**src/rtl/snoop_pkg.sv**
```systemverilog
// snoop_pkg
//   Shared definitions for the snooping-bus coherence slice: bus op codes,
//   snoop message codes and the arbiter state encoding. The per-cache
//   Invalid/Exclusive/Shared controllers import the same package.
//   No ports (package). Feature macro used elsewhere: FIXED_PRIO_EN.
package snoop_pkg;

  typedef enum logic [1:0] {
    OP_RM  = 2'b00,  // read miss
    OP_INV = 2'b01,  // invalidate other copies
    OP_WM  = 2'b10,  // write miss
    OP_RSV = 2'b11   // reserved, never broadcast
  } op_e;

  typedef enum logic [0:0] {
    MSG_EMPTY = 1'b0,
    MSG_WBB   = 1'b1   // Write_Back_Block
  } msg_e;

  typedef enum logic [2:0] {
    ST_IDLE  = 3'd0,
    ST_BCAST = 3'd1,
    ST_SNOOP = 3'd2,
    ST_WBACK = 3'd3,
    ST_DONE  = 3'd4
  } arb_state_e;

  // Index of the lowest set bit of an up-to-8-bit vector (0 when empty).
  function automatic logic [2:0] lowest_set8(input logic [7:0] v);
    logic [2:0] idx;
    logic       found;
    idx   = 3'd0;
    found = 1'b0;
    for (int i = 0; i < 8; i++) begin
      if (!found && v[i]) begin
        idx   = 3'(i);
        found = 1'b1;
      end else begin
        found = found;
      end
    end
    return idx;
  endfunction

endpackage

```
**src/rtl/snoop_rr_picker.sv**
```systemverilog
// snoop_rr_picker
//   Combinational winner selection among requesting caches.
//   Default build: round-robin, search starts at i_ptr and wraps.
//   FIXED_PRIO_EN defined: lowest index always wins and i_ptr is absent.
// Ports
//   i_req  in   NUM_CACHES  request vector
//   i_ptr  in   IW          round-robin start index (default build only)
//   o_gnt  out  NUM_CACHES  one-hot winner (all zero when no request)
module snoop_rr_picker
  import snoop_pkg::*;
#(
  parameter int NUM_CACHES = 4,
  parameter int IW         = 2
) (
  input  logic [NUM_CACHES-1:0] i_req,
`ifndef FIXED_PRIO_EN
  input  logic [IW-1:0]         i_ptr,
`endif
  output logic [NUM_CACHES-1:0] o_gnt
);

`ifdef FIXED_PRIO_EN
  // x & -x isolates the lowest set bit.
  assign o_gnt = i_req & (~i_req + NUM_CACHES'(1));
`else
  logic [NUM_CACHES-1:0] w_mask;
  logic [NUM_CACHES-1:0] w_hi;
  logic [NUM_CACHES-1:0] w_sel;

  // Requests at or above the pointer take precedence; if none, wrap to the
  // full vector. The lowest set bit of the chosen set is the winner.
  assign w_mask = ~((NUM_CACHES'(1) << i_ptr) - NUM_CACHES'(1));
  assign w_hi   = i_req & w_mask;
  assign w_sel  = (|w_hi) ? w_hi : i_req;
  assign o_gnt  = w_sel & (~w_sel + NUM_CACHES'(1));
`endif

endmodule

```
**src/rtl/snoop_bus_arbiter.sv**
```systemverilog
// snoop_bus_arbiter
//   Owns the shared snooping bus. Grants one cache at a time, broadcasts its
//   op/address to the other caches, waits SNOOP_LAT cycles for snoop answers,
//   holds the bus through a snooper writeback until memory accepts it, then
//   pulses done to the owner. All outputs are registered.
//   Macro FIXED_PRIO_EN: fixed lowest-index priority instead of round-robin.
// Ports
//   clk, rst_n          clock, synchronous active-low reset
//   req/op_in/addr_in   per-cache request, op (2b each), block address (AW each)
//   snoop_wb            snooper i holds the block Exclusive and must write back
//   wb_done             memory accepted the writeback (pulse)
//   grant/done          one-hot owner / one-cycle completion pulse
//   bus_valid           one-cycle broadcast strobe
//   bus_op/addr/src     broadcast op, address and owner index
//   wb_src              index of the snooper doing the writeback
//   busy                arbiter not idle
module snoop_bus_arbiter
  import snoop_pkg::*;
#(
  parameter int NUM_CACHES = 4,
  parameter int AW         = 8,
  parameter int SNOOP_LAT  = 2
) (
  input  logic                          clk,
  input  logic                          rst_n,
  input  logic [NUM_CACHES-1:0]         req,
  input  logic [2*NUM_CACHES-1:0]       op_in,
  input  logic [AW*NUM_CACHES-1:0]      addr_in,
  input  logic [NUM_CACHES-1:0]         snoop_wb,
  input  logic                          wb_done,
  output logic [NUM_CACHES-1:0]         grant,
  output logic [NUM_CACHES-1:0]         done,
  output logic                          bus_valid,
  output logic [1:0]                    bus_op,
  output logic [AW-1:0]                 bus_addr,
  output logic [$clog2(NUM_CACHES)-1:0] bus_src,
  output logic [$clog2(NUM_CACHES)-1:0] wb_src,
  output logic                          busy
);

  localparam int IW = $clog2(NUM_CACHES);
  localparam int CW = $clog2(SNOOP_LAT + 1);

  arb_state_e            r_state, w_next_state;
  logic [CW-1:0]         r_cnt, w_cnt_d;
  logic [NUM_CACHES-1:0] r_grant, w_grant_d;
  logic [NUM_CACHES-1:0] r_done, w_done_d;
  logic                  r_bus_valid, w_bus_valid_d;
  op_e                   r_bus_op, w_bus_op_d;
  logic [AW-1:0]         r_bus_addr, w_bus_addr_d;
  logic [IW-1:0]         r_bus_src, w_bus_src_d;
  logic [IW-1:0]         r_wb_src, w_wb_src_d;
  logic                  r_busy, w_busy_d;

  logic [NUM_CACHES-1:0] w_win;
  logic [1:0]            w_win_op;
  logic [AW-1:0]         w_win_addr;
  logic [NUM_CACHES-1:0] w_snoop_hit;
  logic                  w_wb_needed;
  logic                  w_snoop_last;

`ifndef FIXED_PRIO_EN
  logic [IW-1:0]         r_rr_ptr, w_rr_ptr_d;
`endif

  snoop_rr_picker #(.NUM_CACHES(NUM_CACHES), .IW(IW)) u_picker (
    .i_req (req),
`ifndef FIXED_PRIO_EN
    .i_ptr (r_rr_ptr),
`endif
    .o_gnt (w_win)
  );

  // One-hot mux of the winner's op and address.
  always_comb begin
    w_win_op   = 2'b00;
    w_win_addr = '0;
    for (int i = 0; i < NUM_CACHES; i++) begin
      w_win_op   = w_win_op   | (op_in[2*i +: 2]    & {2{w_win[i]}});
      w_win_addr = w_win_addr | (addr_in[AW*i +: AW] & {AW{w_win[i]}});
    end
  end

  // The owner never snoops its own request; Invalidate never needs a writeback.
  assign w_snoop_hit  = snoop_wb & ~r_grant;
  assign w_wb_needed  = (|w_snoop_hit) && ((r_bus_op == OP_RM) || (r_bus_op == OP_WM));
  assign w_snoop_last = (r_cnt == CW'(1));

  // State register, counter and output registers.
  always_ff @(posedge clk) begin
    if (!rst_n) begin
      r_state     <= ST_IDLE;
      r_cnt       <= '0;
      r_grant     <= '0;
      r_done      <= '0;
      r_bus_valid <= 1'b0;
      r_bus_op    <= OP_RM;
      r_bus_addr  <= '0;
      r_bus_src   <= '0;
      r_wb_src    <= '0;
      r_busy      <= 1'b0;
`ifndef FIXED_PRIO_EN
      r_rr_ptr    <= '0;
`endif
    end else begin
      r_state     <= w_next_state;
      r_cnt       <= w_cnt_d;
      r_grant     <= w_grant_d;
      r_done      <= w_done_d;
      r_bus_valid <= w_bus_valid_d;
      r_bus_op    <= w_bus_op_d;
      r_bus_addr  <= w_bus_addr_d;
      r_bus_src   <= w_bus_src_d;
      r_wb_src    <= w_wb_src_d;
      r_busy      <= w_busy_d;
`ifndef FIXED_PRIO_EN
      r_rr_ptr    <= w_rr_ptr_d;
`endif
    end
  end

  // Next-state logic.
  always_comb begin
    w_next_state = r_state;
    case (r_state)
      ST_IDLE: begin
        if (|req) w_next_state = ST_BCAST;
        else      w_next_state = ST_IDLE;
      end
      ST_BCAST: begin
        // Reserved op skips the broadcast and the snoop window entirely.
        if (r_bus_op == OP_RSV) w_next_state = ST_DONE;
        else                    w_next_state = ST_SNOOP;
      end
      ST_SNOOP: begin
        if (w_snoop_last && w_wb_needed) w_next_state = ST_WBACK;
        else if (w_snoop_last)           w_next_state = ST_DONE;
        else                             w_next_state = ST_SNOOP;
      end
      ST_WBACK: begin
        if (wb_done) w_next_state = ST_DONE;
        else         w_next_state = ST_WBACK;
      end
      ST_DONE:  w_next_state = ST_IDLE;
      default:  w_next_state = ST_IDLE;
    endcase
  end

  // Next values of the registered outputs and datapath.
  always_comb begin
    w_grant_d     = r_grant;
    w_done_d      = '0;
    w_bus_valid_d = 1'b0;
    w_bus_op_d    = r_bus_op;
    w_bus_addr_d  = r_bus_addr;
    w_bus_src_d   = r_bus_src;
    w_wb_src_d    = r_wb_src;
    w_busy_d      = (w_next_state != ST_IDLE);
    w_cnt_d       = r_cnt;
`ifndef FIXED_PRIO_EN
    w_rr_ptr_d    = r_rr_ptr;
`endif
    case (r_state)
      ST_IDLE: begin
        if (|req) begin
          w_grant_d    = w_win;
          w_bus_op_d   = op_e'(w_win_op);
          w_bus_addr_d = w_win_addr;
          w_bus_src_d  = IW'(lowest_set8(8'(w_win)));
        end else begin
          w_grant_d    = '0;
        end
      end
      ST_BCAST: begin
        w_bus_valid_d = (r_bus_op != OP_RSV);
        w_cnt_d       = CW'(SNOOP_LAT);
      end
      ST_SNOOP: begin
        w_cnt_d = r_cnt - CW'(1);
        if (w_snoop_last && w_wb_needed) w_wb_src_d = IW'(lowest_set8(8'(w_snoop_hit)));
        else                             w_wb_src_d = r_wb_src;
      end
      ST_WBACK: w_cnt_d = r_cnt;
      ST_DONE: begin
        w_done_d  = r_grant;
        w_grant_d = '0;
`ifndef FIXED_PRIO_EN
        if (r_bus_src == IW'(NUM_CACHES - 1)) w_rr_ptr_d = '0;
        else                                  w_rr_ptr_d = r_bus_src + IW'(1);
`endif
      end
      default: begin
        w_grant_d = '0;
        w_cnt_d   = '0;
      end
    endcase
  end

  assign grant     = r_grant;
  assign done      = r_done;
  assign bus_valid = r_bus_valid;
  assign bus_op    = r_bus_op;
  assign bus_addr  = r_bus_addr;
  assign bus_src   = r_bus_src;
  assign wb_src    = r_wb_src;
  assign busy      = r_busy;

endmodule

```
**config.mk**
```make
export PLATFORM = sky130hd
export DESIGN_NAME = snoop_bus_arbiter
export DESIGN_NICKNAME = d
export VERILOG_FILES = /design/src/rtl/snoop_pkg.sv /design/src/rtl/snoop_rr_picker.sv /design/src/rtl/snoop_bus_arbiter.sv
export SDC_FILE = /design/constraint.sdc
export NUM_CORES = 1
export LEC_CHECK = 0
export ABC_AREA = 1
export CAP_MARGIN = 20
export CORE_MARGIN = 5
export CORE_UTILIZATION = 47
export DETAILED_ROUTE_END_ITERATION = 16
export PLACE_DENSITY = 0.9
export SYNTH_ARGS = -nofsm -noshare
export SYNTH_HDL_FRONTEND = slang
export SYNTH_SLANG_ARGS = --single-unit
```
**constraint.sdc**
```tcl
create_clock -name clk -period 3.5 [get_ports clk]
set_input_delay 0.7 -clock clk [delete_from_list [all_inputs] [get_ports clk]]
set_output_delay 0.7 -clock clk [all_outputs]
set_load 0.1 [all_outputs]
```
== Word-level counts from Yosys, hierarchy flattened ==
Cells that the tools add are included.
Storage, ports and cells
  output and inout bits: 24
  word-level logic and storage cells: 107
  register bits: 31
  input port bits: 51
Operators by class
  $add $sub $neg: 4
  reductions and logical operators: 27
  multiplexer cells: 35
  bitwise logic cells: 20
  equality and inequality tests: 9
  shifts and indexed selects: 1
Operator list (count)
  $and 8x8->8: 4
  $or 8x8->8: 3
  $mux 1: 21
  $and 4x4->4: 3
  $mux 3: 4
  $not 4->4: 3
  $pmux 3 s4: 1
  $reduce_or 4->1: 3
  $mux 2: 5
  $and 2x2->2: 4
  $logic_and 1x1->1: 8
  $mux 4: 2
  $pmux 4 s2: 1
  $reduce_and 2->1: 4
  $eq 2x2->1 const B: 3
  $eq 3x2->1 const B: 2
  $logic_not 1->1: 6
  $or 2x2->2: 3
  $pmux 2 s3: 1
  $reduce_or 3->1: 2
  $add 4x1->4 const B: 1
  $shl 1x2->4 const A: 1
  $sub 4x2->4 const B: 1
  $eq 3x1->1 const B: 1
  other kinds (9): 9

== Depth between registers and ports, before layout ==
Gate-level depths: netlist (run 1).
  depth in word-level cells: 25
  gate-level depth with buffers: 11
  mapped depth without buffers: 11

== By module ==
From an unflattened synthesis (run 1), not the netlist that was laid out.
Unflattened totals
  cell total of the unflattened synthesis: 234
  area, all modules: 1585.3 sq um
Modules (own cells, without submodules)
  snoop_bus_arbiter: cells each 216, sequential area each 620.6 sq um, times used 1, area each 1506.4 sq um
  snoop_rr_picker: cells each 18, sequential area each 0.0 sq um, times used 1, area each 78.8 sq um

== Worst setup path before layout (run 1) ==
No wires, ideal clock.
  path kind: register -> register
  start point: register r_grant[3], in the netlist grant[3]
  end point: register r_busy, in the netlist busy
  stages on the path, launching flop included: 9
  path buffers: 0
  path slack: 1550 ps
  library setup time: 134 ps
  required time: 3366 ps
  clock period less this slack: 1950 ps
  arrival: 1816 ps
  cell sequence: dfxtp_1 inv_1 nand2_1 nand2_1 o21ai_0 nand3b_1 nand3_1 nand2_1 o211ai_1
On the way
  longest elaborated chain between the ends: 8
Ends and longest elaborated chain
  from (decl): line snoop_bus_arbiter.sv:46  | logic [NUM_CACHES-1:0] r_grant, w_grant_d;
  from (signal assigned): line snoop_bus_arbiter.sv:108  | r_grant <= w_grant_d;
  $not 4->4: line snoop_bus_arbiter.sv:85  | assign w_snoop_hit = snoop_wb & ~r_grant;
  $and 4x4->4: line snoop_bus_arbiter.sv:85
  $reduce_or 4->1: line snoop_bus_arbiter.sv:86  | assign w_wb_needed = (|w_snoop_hit) && ((r_bus_op == OP_RM) || (r_bus_op == OP_WM));
  $logic_and 1x1->1: line snoop_bus_arbiter.sv:86
  $logic_and 1x1->1: line snoop_bus_arbiter.sv:136  | if (w_snoop_last && w_wb_needed) w_next_state = ST_WBACK;
  $mux 3: line snoop_bus_arbiter.sv:136
  $pmux 3 s4: line snoop_bus_arbiter.sv:125  | case (r_state)
  $reduce_bool 3->1: line snoop_bus_arbiter.sv:158  | w_busy_d = (w_next_state != ST_IDLE);
  to (signal assigned): line snoop_bus_arbiter.sv:115  | r_busy <= w_busy_d;
  to (decl): line snoop_bus_arbiter.sv:53  | logic r_busy, w_busy_d;
No other way between the ends.
A chain may end at the register's enable or synchronous reset.

== Final worst setup path (run 1) ==
  start point: register r_bus_op[1], in the netlist bus_op[1]
  end point: output port bus_op[1]
RTL lines
  from (decl): line snoop_bus_arbiter.sv:49  | op_e r_bus_op, w_bus_op_d;
  from (signal assigned): line snoop_bus_arbiter.sv:111  | r_bus_op <= w_bus_op_d;
  to (decl): line snoop_bus_arbiter.sv:34  | output logic [1:0] bus_op,
No word-level cell between the ends.

==> results.sh, run 1 <==
export IMPL_fin_skew_ns=0.003485
export IMPL_finalWeightedCongestion=0.8561
export IMPL_worstPathMaxFanout=3
export IMPL_cts_sinks=31
export IMPL_placed_cell_area_um2=2576
export IMPL_port_buffers=74
export IMPL_syn_to_final_growth_pct=42.46
export IMPL_critPathLaunchType="flop"
export IMPL_die_area_um2=5314
export IMPL_cts_setup_buffers=0
export IMPL_die_w_um=72.90
export IMPL_cts_buffers=5
export IMPL_critPathTopFamily="buffers and inverters"
export IMPL_drt_antenna_violating_nets=0
export IMPL_rsz0062_at_grt="no"
export IMPL_floorplan_rows=22
export IMPL_clock_latency_ns=0.27
export IMPL_slowest_delay_ns=1.16
export IMPL_wirelength_um=5217
export IMPL_final_cell_mix="clkdlybuf4s50_1 (74), nand2_1 (60), nor2_1 (52)"
export IMPL_cts_resized=0
export IMPL_p_sw_w=0.0007081
export IMPL_detail_route_wl_per_cell_um=13.11
export IMPL_comb_power_share_pct=52.5
export IMPL_yosys_area_top_type="dfxtp_1"
export IMPL_hold_start="wb_src[1]"
export IMPL_fmax_ghz=0.3975
export IMPL_arrival_ns=1.82
export IMPL_synth_top_family_by_area="simple AND/OR/NAND/NOR gates"
export IMPL_final_setup_viol_count=0
export IMPL_path_buf_inv=1
export IMPL_synth_compound_area_share_pct=10.70
export IMPL_ys_seq_elements=31
export IMPL_syn_instance_count=280
export IMPL_final_common_cell="clkdlybuf4s50_1"
export IMPL_cts_root_buf="clkbuf_8"
export IMPL_synthMuxAreaShare_pct=0
export IMPL_r2r_start="r_rr_ptr[1]"
export IMPL_final_util_pct=70.76
export IMPL_hpwl_um=3974
export IMPL_stdcell_area_um2=2649
export IMPL_start_util_pct=49.67
export IMPL_fillCellCount=326
export IMPL_crit_chain="clkdlybuf4s50_1"
export IMPL_synthArstFlopShare_pct=0
export IMPL_rrSetupSlack_ns=1.72
export IMPL_final_hold_viol_count=0
export IMPL_grt_max_degree=26
export IMPL_ys_types=30
export IMPL_hp_class="reg -> reg"
export IMPL_ios=75
export IMPL_clock_path_buffers=2
export IMPL_whs_endpoint="wb_src[1]"
export IMPL_ys_top_cells_by_area="dfxtp_1 (33%), nand2_1 (12%), nor2_1 (10%), inv_1 (8.3%), nand4_1 (7.4%)"
export IMPL_worst_setup_path_end_kind="output port"
export IMPL_path_clk_slew_ns=0.06
export IMPL_status="finished clean"
export IMPL_syn_area_um2=1859
export IMPL_synth_fa_ha_area_share_pct=1.346
export IMPL_firstDrtPassIters=4
export IMPL_regArea_um2=620.6
export IMPL_power_density_nw_per_um2=555.5
export IMPL_netSwitchingFraction_pct=48.13
export IMPL_final_nets=404
export IMPL_grt_pass1_wl_um=8556
export IMPL_leakage_nw=1.197
export IMPL_synth_simple_gate_area_share_pct=40.71
export IMPL_design_core_area_um2=3744
export IMPL_die_h_um=72.90
export IMPL_dp_cells=392
export IMPL_synth_flop_cell="dfxtp_1"
export IMPL_crit_slowest_cell="clkdlybuf4s50_1"
export IMPL_postCtsHoldBufs=0
export IMPL_p_int_w=0.0007632
export IMPL_clkPwrFrac_pct=17.1
export IMPL_tightest_slew_ns=1.014
export IMPL_yosysWarnings=0
export IMPL_num_vias=2020
export IMPL_syn_nets=333
export IMPL_viasPerCell=5.075
export IMPL_instances_no_fill=398
export IMPL_antenna_found_initial=0
export IMPL_cap_violations=0
export IMPL_path_class="reg -> out"
export IMPL_slew_headroom_pct=32.20
export IMPL_grt_pass1_vias=1999
export IMPL_seqPwrFrac_pct=30.4
export IMPL_multiInputGateArea_um2=980.9
export IMPL_synth_avg_cell_area_um2=6.640
export IMPL_synth_edf_count=0
export IMPL_cts_tree="built"
export IMPL_final_setup_tns_ns=0
export IMPL_fin_crit_sh_pct=71.88
export IMPL_drive_gt1_share_pct=7.714
export IMPL_drt_iter0_markers=103
export IMPL_htreeDepth=2
export IMPL_synth_xor_area_share_pct=0
export IMPL_netlist_area_leader_share_pct=33.38
export IMPL_required_ns=2.80
export IMPL_track_usage_pct=20.38
export IMPL_maxSlewViolCount=0
export IMPL_antennaDiodeCount=0
export IMPL_reg2reg_depth=11
export IMPL_remaining_drc_errors=0
export IMPL_gr_total_overflow=0
export IMPL_min_path_cells=2
export IMPL_seq_area_frac_synth_pct=33.38
export IMPL_rr_endpoint="bus_addr[0]"
export IMPL_ir_worst_vdd_mv=0.3267
export IMPL_min_period_ns=2.516
==> cell usage after synthesis (2+ instances only) <==
library cell,n
nand2_1,60
nor2_1,52
inv_1,41
dfxtp_1,31
nand4_1,22
nand3_1,16
a21oi_1,12
o21ai_0,8
buf_6,5
nand2_2,4
a21oi_2,3
nor2_2,3
buf_4,2
clkbuf_1,2
ha_1,2
inv_2,2
nand3b_1,2
==> logic make-up after synthesis <==
family | Yosys count
DFF | 31
adders and majority gates | 2
AOI/OAI and AO/OA | 29
and+or+nand+nor | 163
buffers and inverters | 55
==> flip-flops by register name, indices dropped and copies added, names as in the netlist <==
signal and cells:
bus_src 2, done 4, grant 4, r_cnt 2
r_state 3, wb_src 2, bus_op 2, r_rr_ptr 2
busy 1, bus_addr 8, bus_valid 1
==> worst max path at each step <==
stage               startpoint     endpoint  slack, ns  depth (start not counted)
floorplan             grant[3]         busy       1.55                          8
global placement        req[1]    bus_op[0]       0.97                         11
detailed placement      req[1]  bus_addr[0]       0.90                         11
CTS                 bus_src[0]   bus_src[0]       0.97                          1
global route         bus_op[1]    bus_op[1]       0.93                          1
finish               bus_op[1]    bus_op[1]       0.98                          1
==> final cells by class <==
cell class / instances / area share (%)
Multi-Input combinational cell: 194 / 37.03
Timing Repair Buffer: 75 / 28.25
Sequential cell: 31 / 23.43
Inverter: 44 / 6.282
Clock buffer: 6 / 2.740
Tap cell: 48 / 2.267
==> power by group through the flow <==
stage / clock, W / sequential [W] / combinational [W]
after floorplan: 0 / 0.000760 / 0.000272
after global placement: 0 / 0.000452 / 0.000757
after detailed placement: 0 / 0.000455 / 0.000768
after CTS: 0.000256 / 0.000447 / 0.000773
after global routing: 0.000272 / 0.000456 / 0.000830
final: 0.000251 / 0.000448 / 0.000772
==> metrics by stage <==
stage | hold slack (ns) | power [W] | worst slack [ns]
floorplan | 0.4321 | 0.001033 | 1.550
global placement | 0.4356 | 0.001210 | 0.9668
detailed placement | 0.4411 | 0.001223 | 0.8999
CTS | 0.4501 | 0.001476 | 0.9733
global route | 0.4743 | 0.001558 | 0.9300
finish | 0.4463 | 0.001471 | 0.9842
==> layer usage <==
layer	vias to the layer above	GRT usage, %	part of all wire (%)
met2	95	32.67	46
met4	0	7.377	1.6
li1	1031	-	-
met1	886	23.62	40
met5	-	0	0
met3	8	9.642	12
Power figures use the tool's default switching activity.
==> run 2: changes to the inputs <==
- CORE_UTILIZATION: 47 -> 43
- PLACE_DENSITY: 0.9 -> 0.84
- clock period: 3.5 -> 2.34 ns (I/O delays scaled with it)
==> results.sh, run 2 (synthesized netlist as in run 1, its figures left out) <==
export IMPL_status="finished clean"
export IMPL_fmax_ghz=0.5320
export IMPL_cts_tree="built"
export IMPL_track_usage_pct=18.93
export IMPL_gr_total_overflow=0
export IMPL_path_class="in -> reg"
export IMPL_final_hold_viol_count=0
export IMPL_rsz0062_at_grt="no"
export IMPL_detail_route_wl_per_cell_um=12.57
export IMPL_hold_start="wb_src[1]"
export IMPL_drive_gt1_share_pct=16.06
export IMPL_grt_pass1_wl_um=8418
export IMPL_port_buffers=74
export IMPL_tightest_slew_ns=0.4936
export IMPL_hpwl_um=3939
export IMPL_leakage_nw=1.273
export IMPL_power_density_nw_per_um2=837.9
export IMPL_arrival_ns=2.10
export IMPL_rrSetupSlack_ns=0.72
export IMPL_cts_root_buf="clkbuf_8"
export IMPL_drt_iter0_markers=86
export IMPL_cts_setup_buffers=0
export IMPL_clock_latency_ns=0.28
export IMPL_worst_setup_path_end_kind="flop"
export IMPL_required_ns=2.57
export IMPL_final_nets=408
export IMPL_die_area_um2=5739
export IMPL_grt_max_degree=25
export IMPL_rr_endpoint="bus_addr[3]"
export IMPL_slew_headroom_pct=67.09
export IMPL_final_setup_viol_count=0
export IMPL_maxSlewViolCount=0
export IMPL_start_util_pct=43.60
export IMPL_die_w_um=75.76
export IMPL_whs_endpoint="wb_src[1]"
export IMPL_ios=75
export IMPL_fin_crit_sh_pct=80.32
export IMPL_viasPerCell=4.988
export IMPL_antenna_found_initial=0
export IMPL_worstPathMaxFanout=11
export IMPL_cts_buffers=5
export IMPL_stdcell_area_um2=2651
export IMPL_final_common_cell="nand2_1"
export IMPL_min_path_cells=2
export IMPL_final_setup_tns_ns=0
export IMPL_htreeDepth=2
export IMPL_antennaDiodeCount=0
export IMPL_remaining_drc_errors=0
export IMPL_num_vias=2030
export IMPL_cap_violations=0
export IMPL_grt_pass1_vias=1930
export IMPL_cts_resized=0
export IMPL_die_h_um=75.76
export IMPL_design_core_area_um2=4264
export IMPL_floorplan_rows=24
export IMPL_largest_reg_flops=8
export IMPL_syn_to_final_growth_pct=42.60
export IMPL_finalWeightedCongestion=0.7775
export IMPL_drt_antenna_violating_nets=0
export IMPL_path_clk_slew_ns=0.06
export IMPL_cts_sinks=31
export IMPL_firstDrtPassIters=4
export IMPL_placed_cell_area_um2=2564
export IMPL_min_period_ns=1.880
export IMPL_reg2reg_depth=9
export IMPL_ir_worst_vdd_mv=0.4781
export IMPL_clock_path_buffers=2
export IMPL_critPathLaunchType="input port"
export IMPL_r2r_start="r_rr_ptr[0]"
export IMPL_fin_skew_ns=0.009078
export IMPL_hp_class="reg -> reg"
export IMPL_final_cell_mix="nand2_1 (60), nor2_1 (52), clkdlybuf4s50_1 (50)"
export IMPL_postCtsHoldBufs=0
export IMPL_wirelength_um=5118
run 2: cell types whose count changed in the layout (fill, tap and decap cells not counted), sizes merged:
cell | before | now
buf | 1 | 29
clkdlybuf4s50 | 74 | 50
clkinv | 1 | 2
run 2: worst max-delay path by stage:
stage                       end  slack, ns     start  depth (start not counted)
floorplan                  busy       0.39  grant[3]                          8
global placement    bus_addr[2]       0.23    req[1]                         10
detailed placement  bus_addr[3]       0.19    req[1]                         10
CTS                 bus_addr[7]       0.46    req[1]                         10
global route          bus_op[1]       0.31    req[1]                         10
finish              bus_addr[3]       0.46    req[1]                         10
run 2: layout make-up:
type,count,area [µm²]
clock buffer,6,82.58
tap,52,65.06
timing repair buffer,79,730.7
sequential,31,620.6
clock inverter,1,5.005
multi-input combinational,194,980.9
inverter,44,166.4
fill,402,1613
run 2: layer usage:
layer	track usage, %	part of all wire, %	up-vias
met3	6.860	10	9
li1	-	-	1041
met5	0	0	-
met2	33.46	49	76
met4	6.214	1.4	0
met1	20.89	40	904
run 2: power breakdown:
group	total (W)	leakage (nW)	internal (W)	switching (W)
Sequential	0.000669	0.254	0.000614	0.0000551
Combinational	0.00113	0.971	0.000316	0.000815
Clock	0.000422	0.0470	0.000230	0.000192
Total	0.00222	1.27	0.00116	0.00106
run 2: worst max-delay path, cell delays in order:
cell and delay (ns):
clkdlybuf4s50_1 0.50, a21oi_2 0.23, nand2_1 0.09, o21ai_2 0.41, nand2_1 0.12, nand2_1 0.08, nor2_1 0.05, nand3_1 0.06
nand2_1 0.05, inv_1 0.05
run 2: through the flow:
| stage | util (%) | std cells | setup slack [ns] | hold WS, ns | total power, W |
|---|---|---|---|---|---|
| after floorplan | - | 280 | 0.3903 | 0.4321 | 0.001544 |
| after CTS | 62.18 | 407 | 0.4622 | 0.4522 | 0.002239 |
| after global placement | 60.12 | 400 | 0.2257 | 0.4361 | 0.001800 |
| after global routing | 62.18 | 407 | 0.3087 | 0.4870 | 0.002363 |
| after detailed placement | 60.12 | 400 | 0.1942 | 0.4421 | 0.001812 |
| final | 62.18 | 407 | 0.4604 | 0.4481 | 0.002222 |
==> run 3: changes to the inputs <==
- CORE_UTILIZATION: 43 -> 39
- PLACE_DENSITY: 0.84 -> 0.8
- clock period: 2.34 -> 1.7 ns (I/O delays scaled with it)
==> results.sh, run 3 (synthesized netlist as in run 1, its figures left out) <==
export IMPL_die_h_um=79.05
export IMPL_seqPwrFrac_pct=28.3
export IMPL_port_buffers=74
export IMPL_arrival_ns=1.79
export IMPL_drt_iter0_markers=113
export IMPL_htreeDepth=2
export IMPL_instances_no_fill=422
export IMPL_gr_total_overflow=0
export IMPL_hp_class="reg -> reg"
export IMPL_clock_latency_ns=0.28
export IMPL_cap_violations=0
export IMPL_worstPathMaxFanout=9
export IMPL_die_w_um=79.05
export IMPL_met2WireLength_um=2611
export IMPL_floorplan_rows=25
export IMPL_fmax_ghz=0.6415
export IMPL_leakage_nw=1.432
export IMPL_hpwl_um=4360
export IMPL_detail_route_wl_per_cell_um=12.70
export IMPL_pre_cts_ws_ns=-0.2096
export IMPL_final_util_pct=66.20
export IMPL_final_cell_mix="nand2_1 (60), nor2_1 (52), clkdlybuf4s50_1 (49)"
export IMPL_num_vias=2071
export IMPL_cts_sinks=31
export IMPL_final_nets=421
export IMPL_drive_gt1_share_pct=20.38
export IMPL_remaining_drc_errors=0
export IMPL_cts_root_buf="clkbuf_8"
export IMPL_cts_resized=0
export IMPL_netSwitchingFraction_pct=44.83
export IMPL_die_area_um2=6248
export IMPL_track_usage_pct=18.33
export IMPL_cts_setup_buffers=0
export IMPL_clock_path_buffers=2
export IMPL_clkPwrFrac_pct=17.2
export IMPL_cts_buffers=5
export IMPL_worst_setup_path_end_kind="flop"
export IMPL_maxSlewViolCount=0
export IMPL_drt_antenna_violating_nets=0
export IMPL_slew_headroom_pct=71.31
export IMPL_min_period_ns=1.559
export IMPL_grt_pass1_wl_um=9059
export IMPL_final_common_cell="nand2_1"
export IMPL_wirelength_um=5361
export IMPL_largest_reg_flops=8
export IMPL_whs_ns=0.4747
export IMPL_firstDrtPassIters=4
export IMPL_final_setup_viol_count=0
export IMPL_maxUsedRoutingLayer="met4"
export IMPL_path_class="in -> reg"
export IMPL_required_ns=1.93
export IMPL_ir_worst_vdd_mv=0.5643
export IMPL_grt_max_degree=24
export IMPL_finalWeightedCongestion=0.8542
export IMPL_fin_skew_ns=0.006369
export IMPL_design_core_area_um2=4661
export IMPL_status="finished clean"
export IMPL_wl_met1_um=2102
export IMPL_power_density_nw_per_um2=1117
export IMPL_ios=75
export IMPL_fin_ws_ns=0.1412
export IMPL_comb_power_share_pct=54.5
export IMPL_cts_tree="built"
export IMPL_viasPerCell=4.908
export IMPL_path_clk_slew_ns=0.06
export IMPL_rsz0062_at_grt="no"
export IMPL_syn_to_final_growth_pct=65.95
export IMPL_p_int_w=0.001901
export IMPL_dp_cells=415
export IMPL_fillCellCount=399
export IMPL_critPathLaunchType="input port"
export IMPL_tightest_slew_ns=0.4299
export IMPL_antennaDiodeCount=0
export IMPL_start_util_pct=39.89
export IMPL_p_sw_w=0.001544
export IMPL_grt_pass1_vias=2129
export IMPL_wl_met3_um=535
export IMPL_antenna_found_initial=0
export IMPL_fin_crit_sh_pct=91.69
export IMPL_postCtsHoldBufs=0
export IMPL_final_hold_viol_count=0
==> run 3: changes by cell type in the layout (fill, tap and decap cells not counted) <==
cell / delta
buf_4: -13
buf_12: +26
dlymetal6s2s_1: +1
dfxtp_1: -5
clkdlybuf4s50_1: -1
dfxtp_2: +5
==> run 3: routing by layer <==
layer  vias up  GRT usage, %
met5         -             0
met4         0         5.842
met3        13         8.617
met2        80         32.32
met1       906         19.18
li1       1072             -
==> run 3: worst paths after layout <==
check                   start          end  slack (ns)  cells past startpoint
setup / recovery       req[3]  bus_addr[7]        0.14                     10
hold reg to reg      r_cnt[0]     r_cnt[0]        0.47                      1
hold / removal       r_cnt[0]     r_cnt[0]        0.47                      1
setup reg to reg  r_rr_ptr[1]  bus_addr[7]        0.23                     10
==> run 3: critical path: stages <==
cell and delay (ns):
clkdlybuf4s50_1 0.52, inv_1 0.09, nand2_2 0.08, nor2_2 0.05
o21bai_4 0.17, buf_4 0.20, nand4_1 0.11, nand3_1 0.11
nand2_1 0.05, inv_1 0.05
==> run 3: area by class of cell <==
class | instances | area (µm²) | share of cell area [%]
clock buffer | 6 | 82.58 | 2.676
clock inverter | 1 | 5.005 | 0.1622
inverter | 44 | 166.4 | 5.393
multi-input combinational | 194 | 980.9 | 31.79
sequential | 31 | 626.9 | 20.32
tap | 54 | 67.56 | 2.190
timing repair buffer | 92 | 1156 | 37.47
==> run 3: stage by stage <==
step | area (µm²) | TNS [ns] | total power (W)
3_5_place_dp | 2995 | -2.999 | 0.002876
4_1_cts | 3083 | 0 | 0.003472
5_1_grt | 3085 | 0 | 0.003645
6_report | 3085 | 0 | 0.003445
3_3_place_gp | 2995 | -2.003 | 0.002845
2_1_floorplan | 1866 | 0 | 0.002130
==> run 3: power by group through the flow <==
stage / Clock [W] / Sequential (W) / Combinational [W]
after global placement: 0 / 0.000986 / 0.00186
after floorplan: 0 / 0.00157 / 0.000560
after global routing: 0.000641 / 0.000987 / 0.00202
final: 0.000593 / 0.000974 / 0.00188
after CTS: 0.000607 / 0.000975 / 0.00189
after detailed placement: 0 / 0.000991 / 0.00188
